File: src/rtl/rm_report_pkg.sv
// rm_report_pkg
//   Shared definitions for the lw/sw report collector.
//   - Default widths and depth for the collector and its FIFO.
//   - Bit positions of each LTL checker report output inside the 16-bit
//     report vector. Checker k owns bits 4k..4k+3, in the order
//     out_4, out_6, out_9, out_11.
//   - Packed buffered-entry layout {idx, vec} at the default widths.
package rm_report_pkg;

  localparam int DEF_NUM_REPORTS = 16;
  localparam int DEF_IDX_W       = 16;
  localparam int DEF_FIFO_DEPTH  = 8;
  localparam int DEF_DROP_W      = 8;

  localparam int NUM_LTL      = 4;
  localparam int OUTS_PER_LTL = 4;

  // Report bit positions, one per checker output.
  localparam int LTL0_OUT4  = 0;
  localparam int LTL0_OUT6  = 1;
  localparam int LTL0_OUT9  = 2;
  localparam int LTL0_OUT11 = 3;
  localparam int LTL1_OUT4  = 4;
  localparam int LTL1_OUT6  = 5;
  localparam int LTL1_OUT9  = 6;
  localparam int LTL1_OUT11 = 7;
  localparam int LTL2_OUT4  = 8;
  localparam int LTL2_OUT6  = 9;
  localparam int LTL2_OUT9  = 10;
  localparam int LTL2_OUT11 = 11;
  localparam int LTL3_OUT4  = 12;
  localparam int LTL3_OUT6  = 13;
  localparam int LTL3_OUT9  = 14;
  localparam int LTL3_OUT11 = 15;

  // Buffered entry: symbol index in the upper field, report bits below.
  // The collector packs its FIFO word with this same {idx, vec} order.
  typedef struct packed {
    logic [DEF_IDX_W-1:0]       idx;
    logic [DEF_NUM_REPORTS-1:0] vec;
  } rpt_entry_t;

  // Report bit for checker 'ltl' and output slot 'out_slot' (0..3 for
  // out_4, out_6, out_9, out_11).
  function automatic int rpt_bit(input int ltl, input int out_slot);
    return ltl * OUTS_PER_LTL + out_slot;
  endfunction

endpackage

File: src/rtl/rm_report_collector_lwsw_if.sv
// rm_report_collector_lwsw_if
//   Valid/ready report stream from the collector to the monitor host.
//   - rpt_valid : head entry present
//   - rpt_ready : host accepts the head entry
//   - rpt_vec   : report vector of the head entry
//   - rpt_idx   : symbol index of the head entry
//   master = collector side, slave = host side.
interface rm_report_collector_lwsw_if
  import rm_report_pkg::*;
#(
  parameter int NUM_REPORTS = DEF_NUM_REPORTS,
  parameter int IDX_W       = DEF_IDX_W
);

  logic                   rpt_valid;
  logic                   rpt_ready;
  logic [NUM_REPORTS-1:0] rpt_vec;
  logic [IDX_W-1:0]       rpt_idx;

  modport master (
    output rpt_valid,
    output rpt_vec,
    output rpt_idx,
    input  rpt_ready
  );

  modport slave (
    input  rpt_valid,
    input  rpt_vec,
    input  rpt_idx,
    output rpt_ready
  );

endinterface

File: src/rtl/rm_report_collector_lwsw_fifo.sv
// rm_sync_fifo
//   Generic single-clock FIFO with synchronous active-high reset.
//   Ports:
//   - clk, reset          : clock, synchronous reset (empties the FIFO)
//   - push, push_data     : write request and data; ignored when full
//                           unless a pop happens in the same cycle
//   - pop                 : read request; ignored when empty
//   - head_data           : oldest entry, combinational from the array;
//                           forced to zero while empty
//   - full, empty, fill   : status; fill is the current occupancy
//   DEPTH must be a power of two and at least 2. Pointers carry one extra
//   wrap bit so full and empty are distinguishable without a counter.
module rm_sync_fifo #(
  parameter int WIDTH = 32,
  parameter int DEPTH = 8,
  localparam int AW   = $clog2(DEPTH),
  localparam int PW   = AW + 1
) (
  input  logic             clk,
  input  logic             reset,
  input  logic             push,
  input  logic [WIDTH-1:0] push_data,
  input  logic             pop,
  output logic [WIDTH-1:0] head_data,
  output logic             full,
  output logic             empty,
  output logic [PW-1:0]    fill
);

  logic [PW-1:0]    wptr_reg;
  logic [PW-1:0]    rptr_reg;
  logic [WIDTH-1:0] mem_reg [DEPTH];

  logic do_pop;
  logic do_push;

  assign empty = (wptr_reg == rptr_reg);
  assign full  = (wptr_reg[AW] != rptr_reg[AW]) &&
                 (wptr_reg[AW-1:0] == rptr_reg[AW-1:0]);
  assign fill  = wptr_reg - rptr_reg;

  assign do_pop  = pop && !empty;
  // A pop frees the head slot in the same edge, so a full FIFO can still
  // accept a write when it is also being read.
  assign do_push = push && (!full || do_pop);

  always_ff @(posedge clk) begin
    if (reset) begin
      wptr_reg <= '0;
      rptr_reg <= '0;
    end else begin
      if (do_push) wptr_reg <= wptr_reg + PW'(1);
      if (do_pop)  rptr_reg <= rptr_reg + PW'(1);
    end
  end

  // Storage has no reset; stale contents are never visible because the
  // head output is masked while empty.
  for (genvar gi = 0; gi < DEPTH; gi++) begin : g_slot
    always_ff @(posedge clk) begin
      if (do_push && (wptr_reg[AW-1:0] == AW'(gi))) begin
        mem_reg[gi] <= push_data;
      end
    end
  end

  assign head_data = empty ? '0 : mem_reg[rptr_reg[AW-1:0]];

endmodule

File: src/rtl/rm_report_collector_lwsw.sv
// rm_report_collector_lwsw
//   Collects report bits from the stage-0 lw/sw automata bank, tags each
//   reporting symbol with its index and queues it for the monitor host.
//   Ports:
//   - clk, reset    : clock, synchronous active-high reset
//   - run           : symbol-valid strobe
//   - report_in     : report bits of the symbol accepted this cycle
//   - clr_overflow  : clears overflow and drop_cnt (a same-cycle drop wins)
//   - rpt_if        : valid/ready stream of {rpt_vec, rpt_idx} to the host
//   - overflow      : sticky, an entry has been lost
//   - drop_cnt      : saturating count of lost entries
//   - fill          : FIFO occupancy
module rm_report_collector_lwsw
  import rm_report_pkg::*;
#(
  parameter int NUM_REPORTS = DEF_NUM_REPORTS,
  parameter int IDX_W       = DEF_IDX_W,
  parameter int FIFO_DEPTH  = DEF_FIFO_DEPTH,
  parameter int DROP_W      = DEF_DROP_W,
  localparam int FILL_W     = $clog2(FIFO_DEPTH) + 1
) (
  input  logic                       clk,
  input  logic                       reset,
  input  logic                       run,
  input  logic [NUM_REPORTS-1:0]     report_in,
  input  logic                       clr_overflow,
  rm_report_collector_lwsw_if.master rpt_if,
  output logic                       overflow,
  output logic [DROP_W-1:0]          drop_cnt,
  output logic [FILL_W-1:0]          fill
);

  localparam int ENTRY_W = IDX_W + NUM_REPORTS;

  logic [IDX_W-1:0]   sym_idx_reg;
  logic               overflow_reg;
  logic [DROP_W-1:0]  drop_cnt_reg;

  logic               capture;
  logic               pop;
  logic               drop;
  logic               fifo_full;
  logic               fifo_empty;
  logic [ENTRY_W-1:0] push_entry;
  logic [ENTRY_W-1:0] head_entry;

  // Symbol index: counts accepted symbols, wraps naturally at 2^IDX_W.
  always_ff @(posedge clk) begin
    if (reset) begin
      sym_idx_reg <= '0;
    end else if (run) begin
      sym_idx_reg <= sym_idx_reg + IDX_W'(1);
    end
  end

  // Only symbols that actually reported something are worth buffering.
  assign capture    = run && (report_in != '0);
  assign push_entry = {sym_idx_reg, report_in};

  assign pop  = rpt_if.rpt_valid && rpt_if.rpt_ready;
  // Full FIFO with a same-cycle pop still has room; only a stalled full
  // FIFO loses the entry.
  assign drop = capture && fifo_full && !pop;

  // Loss tracking. A drop in the clearing cycle is counted as the first
  // loss after the clear rather than being swallowed by it.
  always_ff @(posedge clk) begin
    if (reset) begin
      overflow_reg <= 1'b0;
      drop_cnt_reg <= '0;
    end else if (drop) begin
      overflow_reg <= 1'b1;
      if (clr_overflow) begin
        drop_cnt_reg <= DROP_W'(1);
      end else if (drop_cnt_reg != {DROP_W{1'b1}}) begin
        drop_cnt_reg <= drop_cnt_reg + DROP_W'(1);
      end
    end else if (clr_overflow) begin
      overflow_reg <= 1'b0;
      drop_cnt_reg <= '0;
    end
  end

  rm_sync_fifo #(
    .WIDTH (ENTRY_W),
    .DEPTH (FIFO_DEPTH)
  ) u_fifo (
    .clk       (clk),
    .reset     (reset),
    .push      (capture),
    .push_data (push_entry),
    .pop       (pop),
    .head_data (head_entry),
    .full      (fifo_full),
    .empty     (fifo_empty),
    .fill      (fill)
  );

  assign rpt_if.rpt_valid = !fifo_empty;
  assign rpt_if.rpt_idx   = head_entry[ENTRY_W-1:NUM_REPORTS];
  assign rpt_if.rpt_vec   = head_entry[NUM_REPORTS-1:0];

  assign overflow = overflow_reg;
  assign drop_cnt = drop_cnt_reg;

endmodule

File: src/flat_wrapper.sv
// flat-port wrapper written by rule: the top's interface ports become plain ports
module rm_report_collector_lwsw_flat import rm_report_pkg::*;
#(
  parameter int NUM_REPORTS = DEF_NUM_REPORTS,
  parameter int IDX_W       = DEF_IDX_W,
  parameter int FIFO_DEPTH  = DEF_FIFO_DEPTH,
  parameter int DROP_W      = DEF_DROP_W,
  localparam int FILL_W     = $clog2(FIFO_DEPTH) + 1
)
  (clk, reset, run, report_in, clr_overflow, overflow, drop_cnt, fill, rpt_if_rpt_valid, rpt_if_rpt_vec, rpt_if_rpt_idx, rpt_if_rpt_ready);
  rm_report_collector_lwsw_if #(.NUM_REPORTS(NUM_REPORTS), .IDX_W(IDX_W)) rpt_if_i ();
  input  logic clk;
  input  logic reset;
  input  logic run;
  input  logic [NUM_REPORTS-1:0] report_in;
  input  logic clr_overflow;
  output logic overflow;
  output logic [DROP_W-1:0] drop_cnt;
  output logic [FILL_W-1:0] fill;
  output wire logic [$bits(rpt_if_i.rpt_valid)-1:0] rpt_if_rpt_valid;
  output wire logic [$bits(rpt_if_i.rpt_vec)-1:0] rpt_if_rpt_vec;
  output wire logic [$bits(rpt_if_i.rpt_idx)-1:0] rpt_if_rpt_idx;
  input wire logic [$bits(rpt_if_i.rpt_ready)-1:0] rpt_if_rpt_ready;
  assign rpt_if_rpt_valid = rpt_if_i.rpt_valid;
  assign rpt_if_rpt_vec = rpt_if_i.rpt_vec;
  assign rpt_if_rpt_idx = rpt_if_i.rpt_idx;
  assign rpt_if_i.rpt_ready = rpt_if_rpt_ready;
  rm_report_collector_lwsw #(.NUM_REPORTS(NUM_REPORTS), .IDX_W(IDX_W), .FIFO_DEPTH(FIFO_DEPTH), .DROP_W(DROP_W)) u_core (.clk(clk), .reset(reset), .run(run), .report_in(report_in), .clr_overflow(clr_overflow), .rpt_if(rpt_if_i), .overflow(overflow), .drop_cnt(drop_cnt), .fill(fill));
endmodule
File: config.mk
export PLATFORM = sky130hd
export DESIGN_NAME = rm_report_collector_lwsw_flat
export DESIGN_NICKNAME = d
export VERILOG_FILES = /design/src/rtl/rm_report_pkg.sv /design/src/rtl/rm_report_collector_lwsw_if.sv /design/src/rtl/rm_report_collector_lwsw_fifo.sv /design/src/rtl/rm_report_collector_lwsw.sv /design/src/flat_wrapper.sv
export SDC_FILE = /design/constraint.sdc
export NUM_CORES = 1
export LEC_CHECK = 0
export BUFFER_PORTS_ARGS = -buffer_cell sky130_fd_sc_hd__buf_2
export CAP_MARGIN = 20
export CORE_MARGIN = 2
export CORE_UTILIZATION = 55
export CTS_CLUSTER_DIAMETER = 30
export CTS_CLUSTER_SIZE = 12
export DETAILED_ROUTE_END_ITERATION = 8
export HOLD_SLACK_MARGIN = 0.02
export PLACE_DENSITY = 0.81
export SLEW_MARGIN = 25
export SYNTH_ARGS = -nofsm -noshare
export SYNTH_HDL_FRONTEND = slang
export SYNTH_SLANG_ARGS = --single-unit
export TNS_END_PERCENT = 10
File: constraint.sdc
create_clock -name clk -period 3.1 [get_ports clk]
set_input_delay 0.155 -clock clk [delete_from_list [all_inputs] [get_ports clk]]
set_output_delay 0.155 -clock clk [all_outputs]
set_load 0.1 [all_outputs]
Word level (Yosys, flattened, before mapping)

Memory sizes are Yosys's and may differ from the RTL's. A register that Yosys moved wholly into a read port is not among the register bits.
Cells that the tools add are included.

$lt $le $gt $ge: 0
Shifts and indexed selects: 0
Divide/modulo/power cells: 0
Multipliers: 0
Mux-type cells: 46
Reductions and logical operators: 31
Bitwise operators: 0
$add $sub $neg: 5
Equal/unequal tests: 11

Operator list:

| kind                                                 | count |
|---|---|
| 2-to-1 mux 32 bit                                    | 8 |
| OR reduction 32 bit                                  | 7 |
| 2-to-1 mux 8 bit                                     | 4 |
| 2-to-1 mux 3 bit                                     | 9 |
| 2-to-1 mux 1 bit                                     | 25 |
| adder 16 x 1 -> 16 bit (second input constant)       | 1 |
| nonzero test 16 bit                                  | 1 |
| logical AND 1 bit                                    | 15 |
| equality test 3 bit (second input constant)          | 4 |
| adder 4 x 1 -> 4 bit (second input constant)         | 2 |
| adder 8 x 1 -> 8 bit (second input constant)         | 1 |
| != test 8 bit (second input constant)                | 1 |
| equality test 3 x 2 -> 1 bit (second input constant) | 2 |
| equality test 4 bit                                  | 1 |
| nonzero test 2 bit                                   | 2 |
| subtractor 4 bit                                     | 1 |
| equality test 3 x 1 -> 1 bit (second input constant) | 1 |
| equality test 3 bit                                  | 1 |
| logical NOT 1 bit                                    | 3 |
| logical NOT 3 bit                                    | 1 |
| AND reduction 2 bit                                  | 1 |
| logical OR 1 bit                                     | 1 |
| != test 1 bit                                        | 1 |

Output and inout port bits: 46
Logic and storage cells: 99
Input bits: 21
Register bits after elaboration: 33
Memory bits (writable): 256
Memories kept: 1
Latch bits: 0
Memory bits (read-only): 0

Memory list:

| memory                | depth | width | rd ports | clocked after Yosys merged registers in | wr ports | RTL line                            | text |
|---|---|---|---|---|---|---|---|
| u_core.u_fifo.mem_reg | 8     | 32    | 1        | 1                                       | 1        | rm_report_collector_lwsw_fifo.sv:32 | `logic [WIDTH-1:0] mem_reg [DEPTH];` |

Longest topological paths before layout

Gate-level depths: netlist of the first run.

Depth after elaboration: 17
Mapped depth: 7
Depth with buffers taken out: 6

By module

Synthesis of the first run repeated with hierarchy kept, for this count alone.

Cells, all modules: 595
Area, all modules: 11504.8 um^2

Modules (own cells, without submodules):

| module                   | instances | cells an instance | sequential area each (um^2) | area an instance (um^2) |
|---|---|---|---|---|
| rm_sync_fifo             | 1         | 449               | 7907.6                      | 10247.3 |
| rm_report_collector_lwsw | 1         | 146               | 500.5                       | 1257.5 |

Least setup slack after synthesis of the first run

No wires, ideal clock.

Path kind: register -> output
Start: reg u_core.u_fifo.wptr_reg[0]
End: out fill[2]
Required time: 2945 ps
Arrival: 2620 ps
Buffers on the path: 0
Cell stages (with the launch flop): 5
Setup slack: 325 ps
Cells stage by stage: dfxtp_1 > inv_1 > ha_1 > fa_1 > xnor2_1

Longest elaborated chain between the ends: 1

Ends and longest elaborated chain:

| element                  | RTL line                            | text |
|---|---|---|
| start: declaration       | rm_report_collector_lwsw_fifo.sv:30 | `logic [PW-1:0] wptr_reg;` |
| start signal: assignment | rm_report_collector_lwsw_fifo.sv:52 | `if (do_push) wptr_reg <= wptr_reg + PW'(1);` |
| subtractor 4 bit         | rm_report_collector_lwsw_fifo.sv:40 | `assign fill = wptr_reg - rptr_reg;` |
| end: declaration         | flat_wrapper.sv:19                  | `output logic [FILL_W-1:0] fill;` |

Every way passes these cells.

Worst setup path in the final report of the first run

Start: reg u_core.u_fifo.wptr_reg[0]
End: out rpt_if_rpt_idx[7]

Longest elaborated chain between the ends: 2

Ends and longest elaborated chain:

| element             | RTL line                            | text |
|---|---|---|
| equality test 4 bit | rm_report_collector_lwsw_fifo.sv:37 | `assign empty = (wptr_reg == rptr_reg);` |
| 2-to-1 mux 32 bit   | rm_report_collector_lwsw_fifo.sv:67 | `assign head_data = empty ? '0 : mem_reg[rptr_reg[AW-1:0]];` |
| end: declaration    | flat_wrapper.sv:22                  | `output wire logic [$bits(rpt_if_i.rpt_idx)-1:0] rpt_if_rpt_idx;` |

Every way passes these cells.

==> impl_metrics.yaml, run 1 <==
worst_hold_path:
  worstHoldEndpoint: "u_core.u_fifo.rptr_reg[3]"
  min_path_cells: 4
  min_path_type: "primary input to register"
  hold_start: "rpt_if_rpt_ready"
layout:
  fin_util: 0.676
  largest_reg_flops: 256
  diodes: 0
  nets: 778
  drive_gt1_frac: 0.294
  fin_area_um2: 14100
  syn2layout_area_growth_pct: 21.6
  mostFrequentLayoutCells: "edfxtp_1, buf_2, mux4_2, nor2_1, clkbuf_16"
  nFillCells: 1302
  layout_commonest_cell: "edfxtp_1"
routing:
  detail_route.first_pass.iterations: 4
  ant_nets: 0
  vias: 6284
  via_per_inst: 5.95
  routedWlPerCell_um: 23.6
  wl_mm: 24.9
  drc: 0
  drt_first_iter_violations: 511
setup_path:
  critPathLaunchType: "register"
  arrival_ps: 2750
  cp-end-kind: "output pin"
  r2r_start: "u_core.u_fifo.wptr_reg[0]"
  crit_type: "register to output pin"
  reg2reg_to: "u_core.u_fifo.mem_reg[7][17]"
  crit_start: "u_core.u_fifo.wptr_reg[0]"
  ff2ff_path_depth: 5
  r2r_slack_ps: 520
  crit_fanout: 33
  cp.required_ps: 2940
sta:
  slew_headroom: 0.366
  drv_slew: 0
  setup_viol: 0
  fin_crit_ps: 2900
  fin_crit_sh: 0.937
  setup_ws_ps: 195
  worstMarginPinSlew_ps: 951
  hold_violations: 0
  final.setup.tns_ps: 0
  clock_skew_ps: 28.9
  timing.fmax_mhz: 344
  rsz0062_at_grt: "no"
pwr:
  pwr-share-seq: 0.379
  worst_ir_drop_vdd_v: 0.000406
  sw_frac_of_total: 0.296
  p_clk_frac: 0.441
  power.leakage_uw: 0.00490
  comb_power_share: 0.180
  p_sw_uw: 3450
  power_density_nw_per_um2: 824
  p_int_uw: 8190
clocking:
  cts_setup_buffers: 0
  hold_buffers: 17
  numClockSinks: 292
  cts_buffers: 46
  clk_pin_slew_ps: 50
  cts_buffer_depth: 3
  h-tree-depth: 2
  clk_latency_ps: 550
  tritoncts: "done"
  post_cts_resized: 0
  root_buffer: "clkbuf_16"
synth:
  synth_warnings: 0
  synthesis.area_um2: 11600
  async_flop_share: 0
  synth_ff_type: "edfxtp_1"
  postSynthCellCount: 627
  syn_avg_cell_area_um2: 18.5
  synth-seq-cells: 292
  synth_edf_count: 256
  yosysSeqAreaShare: 0.723
  ys_types: 46
  syn-num-nets: 661
global_routing:
  gr-total-overflow: 0
  antenna_found_initial: 0
  grt_use_total: 0.232
  grt_max_degree: 38
  grt_pass1_vias: 6717
  grt_pass1_wl_mm: 38.3
floorplanning:
  pin_count: 67
  coreArea_um2: 20900
  die_y_um: 149
  die-area_um2: 22300
  rows: 53
  die_w_um: 149
  start_util: 0.556
run:
  max-cap-violations: 0
outcome:
  status: "finished clean"
placement:
  place_congestion: 0.810
  preCtsSetupSlack_ps: 473
  hpwl_mm: 12.5
  port_buffers: 66
  place_area_um2: 12400
power by group through the flow:
stage | clock [uW] | sequential (uW) | combinational (uW)
after global routing | 5350 | 4420 | 2190
after CTS | 5170 | 4420 | 2120
after detailed placement | 0 | 4490 | 2070
after global placement | 0 | 4480 | 2050
final | 5130 | 4420 | 2090
after floorplan | 0 | 4460 | 1710
kinds of logic (layout without fill, tap and decap cells):
| kind of cell | count (synthesis) | in the layout | synth area share |
|---|---|---|---|
| flip-flops | 292 | 292 | 0.723 |
| multiplexers | 104 | 104 | 0.159 |
| AND/OR/NAND/NOR | 128 | 128 | 0.0561 |
| AO/OA/AOI/OAI | 33 | 33 | 0.0207 |
| adder cells (fa/ha/maj) | 13 | 13 | 0.0146 |
| XOR/XNOR | 15 | 15 | 0.0113 |
| buffers and inverters | 42 | 196 | 0.0154 |
through the flow:
stage / hold slack, ps / power, uW / cells
after floorplan: 254 / 6170 / 627
after global placement: 426 / 6520 / 954
after detailed placement: 435 / 6560 / 954
after CTS: 50.1 / 11700 / 1056
after global routing: 73.2 / 12000 / 1056
final: 61.1 / 11600 / 1056
synthesized netlist by cell type, types with 5 or more instances:
master | n | area share
edfxtp_1 | 256 | 0.66
buf_1 | 5 | 0.0016
o21ai_0 | 6 | 0.0026
buf_2 | 8 | 0.0034
a21oi_1 | 13 | 0.0056
mux4_2 | 64 | 0.12
nand4_1 | 8 | 0.0043
nand2_1 | 14 | 0.0045
and3_1 | 11 | 0.0059
clkbuf_1 | 13 | 0.0042
xor2_1 | 10 | 0.0075
inv_1 | 14 | 0.0045
nor2_1 | 55 | 0.018
or3_1 | 8 | 0.0043
mux2i_1 | 39 | 0.034
nand3_1 | 9 | 0.0039
dfxtp_1 | 36 | 0.062
ha_1 | 12 | 0.013
xnor2_1 | 5 | 0.0038
layer usage:
layer | part of all wire | track usage | vias to the layer above
li1 | - | - | 2746
met1 | 0.39 | 0.296 | 3214
met2 | 0.51 | 0.388 | 271
met3 | 0.066 | 0.0511 | 53
met5 | 0 | 0 | -
met4 | 0.031 | 0.0981 | 0
critical path, stage by stage (launching register included):
cell and delay (ps):
dfxtp_1 390, inv_1 120, ha_1 340, nand3_1 220, nor2_2 50, buf_4 290, nor2_1 310, buf_2 490
worst max-delay path by stage:
stage | to | slack, ps | cells after the start
floorplan | fill[2] | 320 | 4
global placement | u_core.u_fifo.mem_reg[7][8] | 520 | 4
detailed placement | u_core.u_fifo.mem_reg[3][10] | 470 | 4
CTS | rpt_if_rpt_idx[7] | 210 | 7
global route | rpt_if_rpt_idx[7] | 70 | 7
finish | rpt_if_rpt_idx[7] | 200 | 7
area by class of cell:
type / instances / area [um2] / share of cell area
clock inverter: 28 / 287 / 0.0203
tap: 275 / 344 / 0.0244
inverter: 14 / 52.6 / 0.00372
clock buffer: 57 / 1290 / 0.0910
timing repair buffer: 97 / 706 / 0.0499
sequential: 292 / 8410 / 0.596
multi-input combinational: 293 / 3040 / 0.215
Power figures use the tool's default switching activity.
==> inputs of run 2 (changes only) <==
--- a/config.mk
+++ b/config.mk
@@ -14,6 +14,7 @@
 export DETAILED_ROUTE_END_ITERATION = 8
 export HOLD_SLACK_MARGIN = 0.02
 export PLACE_DENSITY = 0.81
+export REMOVE_ABC_BUFFERS = 1
 export SLEW_MARGIN = 25
 export SYNTH_ARGS = -nofsm -noshare
 export SYNTH_HDL_FRONTEND = slang
==> impl_metrics.yaml, run 2 (synthesis results as in run 1) <==
pwr:
  p_clk_frac: 0.465
  pwr-share-seq: 0.364
  p_sw_uw: 3600
  worst_ir_drop_vdd_v: 0.000454
  power_density_nw_per_um2: 849
  p_int_uw: 8570
  power.leakage_uw: 0.00498
  comb_power_share: 0.171
  sw_frac_of_total: 0.296
sta:
  clock_skew_ps: 19.3
  hold_violations: 0
  rsz0062_at_grt: "no"
  worstMarginPinSlew_ps: 948
  fin_crit_ps: 2780
  drv_slew: 0
  setup_ws_ps: 321
  final.setup.tns_ps: 0
  slew_headroom: 0.368
  timing.fmax_mhz: 360
  fin_crit_sh: 0.897
  setup_viol: 0
routing:
  wl_mm: 24.7
  drt_first_iter_violations: 575
  ant_nets: 0
  via_per_inst: 5.95
  drc: 0
  vias: 6337
  routedWlPerCell_um: 23.2
  detail_route.first_pass.iterations: 4
clocking:
  numClockSinks: 292
  post_cts_resized: 0
  cts_buffer_depth: 3
  cts_buffers: 52
  tritoncts: "done"
  clk_latency_ps: 540
  clk_pin_slew_ps: 50
  root_buffer: "clkbuf_16"
  cts_setup_buffers: 0
  h-tree-depth: 2
  hold_buffers: 17
placement:
  hpwl_mm: 12.8
  preCtsSetupSlack_ps: 489
  port_buffers: 66
  place_congestion: 0.823
global_routing:
  grt_pass1_wl_mm: 38.6
  grt.busiest_layer: "met2"
  grt_use_met2: 0.394
  grt_use_total: 0.232
  gr-total-overflow: 0
  met1_usage: 0.310
  met3_usage: 0.0450
  antenna_found_initial: 0
  grt_pass1_vias: 6712
  grt_max_degree: 65
floorplanning:
  die_w_um: 149
  pin_count: 67
  rows: 53
  coreArea_um2: 20900
  die-area_um2: 22300
  die_y_um: 149
  start_util: 0.556
layout:
  nets: 786
  syn2layout_area_growth_pct: 23.4
  multi_input_area_um2: 3040
  largest_reg_flops: 256
  diodes: 0
  drive_gt1_frac: 0.315
  nFillCells: 1275
  mostFrequentLayoutCells: "edfxtp_1, buf_2, mux4_2, nor2_1, clkbuf_16"
  layout_commonest_cell: "edfxtp_1"
  register_area_um2: 8410
setup_path:
  arrival_ps: 2620
  cp_cell_sequence: "buf_4, mux4_2, mux2i_1, nor2_1, buf_2"
  cp-end-kind: "output pin"
  cp_num_buf_inv: 2
  crit_fanout: 17
  critPathLaunchType: "register"
  cp_slowest_cell: "dfxtp_4"
  crit_type: "register to output pin"
  cp.required_ps: 2940
  critPathTopFamily: "multiplexers"
  critical_path.max_stage_delay_ps: 570
worst_hold_path:
  min_path_type: "primary input to register"
outcome:
  status: "finished clean"
run:
  max-cap-violations: 0
==> run 2: final timing paths <==
check	startpoint	end	slack (ps)	cells past startpoint
max reg2reg	u_core.u_fifo.wptr_reg[0]	u_core.u_fifo.mem_reg[7][19]	550	5
max	register	rpt_if_rpt_vec[13]	320	5
min reg2reg	u_core.overflow	u_core.overflow	490	2
min	rpt_if_rpt_ready	u_core.u_fifo.rptr_reg[3]	50	4
==> run 2: metrics by stage <==
step | utilization | area (um2) | power [uW] | hold slack (ps) | cells
floorplan | - | 11500 | 6170 | 224 | 599
detailed placement | 0.594 | 12400 | 6580 | 438 | 956
CTS | 0.687 | 14300 | 12200 | 43.2 | 1065
finish | 0.687 | 14300 | 12200 | 51.1 | 1065
global route | 0.687 | 14300 | 12500 | 91.6 | 1065
global placement | 0.594 | 12400 | 6540 | 423 | 956
==> run 2: worst min-delay path, stage by stage <==
cell and delay, ps:
buf_2 130, o211ai_1 100, xor2_1 80, nor2_1 70
==> run 2: metal layers <==
layer  vias up  routed length (um)
li1       2777                   -
met1      3237                9650
met2       281               12700
met3        42                1880
met4         0                 414
met5         -                   0
==> run 2: area by class of cell <==
cell class	instances	share of cell area
inverters	14	0.00366
repair buffers	99	0.0511
clock buffers	55	0.0930
flip-flops and latches	292	0.587
multi-input cells	293	0.212
clock inverters	37	0.0296
well taps	275	0.0240
==> run 2: power groups by stage <==
stage / logic [uW] / clock network (uW) / registers (uW)
after floorplan: 1590 / 0 / 4570
after global placement: 2040 / 0 / 4500
after detailed placement: 2070 / 0 / 4510
after CTS: 2110 / 5710 / 4440
after global routing: 2190 / 5900 / 4440
final: 2080 / 5650 / 4430
==> inputs of run 3 (changes only) <==
--- a/config.mk
+++ b/config.mk
@@ -7,7 +7,7 @@
 export LEC_CHECK = 0
 export BUFFER_PORTS_ARGS = -buffer_cell sky130_fd_sc_hd__buf_2
 export CAP_MARGIN = 20
-export CORE_MARGIN = 2
+export CORE_MARGIN = 5
 export CORE_UTILIZATION = 55
 export CTS_CLUSTER_DIAMETER = 30
 export CTS_CLUSTER_SIZE = 12
==> impl_metrics.yaml, run 3 (synthesis results as in run 1) <==
floorplanning:
  die-area_um2: 24100
  pin_count: 67
  die_w_um: 155
  die_y_um: 155
  coreArea_um2: 20900
  start_util: 0.556
  rows: 53
sta:
  drv_slew: 0
  rsz0062_at_grt: "no"
  worstMarginPinSlew_ps: 1010
  hold-worst-slack_ps: 67.6
  setup_viol: 0
  fin_crit_ps: 2890
  fin_crit_sh: 0.931
  final.setup.tns_ps: 0
  clock_skew_ps: 23.1
  setup_ws_ps: 214
  slew_headroom: 0.325
  timing.fmax_mhz: 346
  hold_violations: 0
global_routing:
  grt_pass1_vias: 6694
  grt_max_degree: 38
  grt_use_total: 0.215
  gr-total-overflow: 0
  antenna_found_initial: 1
  grt_pass1_wl_mm: 39.1
layout:
  syn2layout_area_growth_pct: 22.6
  mostFrequentLayoutCells: "edfxtp_1, buf_2, mux4_2, nor2_1, clkbuf_16"
  layout.cells.non_filler: 1059
  nets: 782
  nFillCells: 1287
  layout_commonest_cell: "edfxtp_1"
  largest_reg_flops: 256
  fin_util: 0.682
  drive_gt1_frac: 0.307
routing:
  wl_mm: 25.4
  routedWlPerCell_um: 24.0
  via_per_inst: 5.95
  ant_nets: 0
  drt_first_iter_violations: 552
  detail_route.first_pass.iterations: 5
  vias: 6306
  drc: 0
placement:
  hpwl_mm: 13.2
  port_buffers: 66
  preCtsSetupSlack_ps: 495
  place_congestion: 0.809
  place_inst: 959
setup_path:
  cp.required_ps: 2940
  crit_fanout: 19
  arrival_ps: 2730
  cp-end-kind: "output pin"
  crit_type: "register to output pin"
  r2r_slack_ps: 460
  critPathLaunchType: "register"
clocking:
  clk_latency_ps: 530
  root_buffer: "clkbuf_16"
  cts_buffer_depth: 3
  numClockSinks: 292
  clk_pin_slew_ps: 50
  cts_buffers: 45
  tritoncts: "done"
  h-tree-depth: 2
  cts_setup_buffers: 0
outcome:
  status: "finished clean"
run:
  max-cap-violations: 0
pwr:
  power_density_nw_per_um2: 836
  worst_ir_drop_vdd_v: 0.000578
  power.leakage_uw: 0.00495
worst_hold_path:
  min_path_type: "primary input to register"
[run 3: metal layers]
metal,up-vias,share of wire,track usage
li1,2767,-,-
met3,42,0.064,0.0401
met5,-,0,0
met1,3218,0.40,0.288
met4,0,0.021,0.0696
met2,279,0.51,0.361
[run 3: worst paths after layout]
path	from	end	cells past startpoint
max	register	rpt_if_rpt_idx[11]	5
min	rpt_if_rpt_ready	u_core.u_fifo.rptr_reg[3]	4
max reg2reg	u_core.u_fifo.wptr_reg[0]	u_core.u_fifo.mem_reg[7][22]	5
min reg2reg	u_core.overflow	u_core.overflow	2
[run 3: cell type report]
cell class,instances,area [um2],area share
repair buffers,102,756,0.0530
well taps,275,344,0.0241
diodes,1,2.50,0.000176
flip-flops and latches,292,8410,0.590
multi-input cells,293,3040,0.214
clock buffers,51,1180,0.0828
inverters,14,52.6,0.00369
clock inverters,31,458,0.0321
[run 3: timing repair]
| item | CTS | global route |
|---|---|---|
| endpoints found under the setup margin | 0 | 27 |
| resized for setup | 0 | 1 |
| hold endpoints to repair | 133 | 0 |
| hold buffers | 17 | 0 |
[run 3: through the flow]
step / cell area [um2] / total power, uW
3_5_place_dp: 12400 / 6590
2_1_floorplan: 11500 / 6170
6_report: 14300 / 11900
3_3_place_gp: 12400 / 6550
4_1_cts: 14200 / 12000
5_1_grt: 14300 / 12300
[run 3: critical path, stage by stage (launching register included)]
cell and delay [ps]:
dfxtp_4 610, buf_4 380, mux4_2 580, mux2i_1 190, nor2_1 110, buf_2 330
[run 3: power breakdown]
part	leakage, uW	switching [uW]	internal (uW)
combinational	0.00146	1520	561
sequential	0.00270	97.9	4360
clock	0.000794	1840	3540
total	0.00495	3460	8450
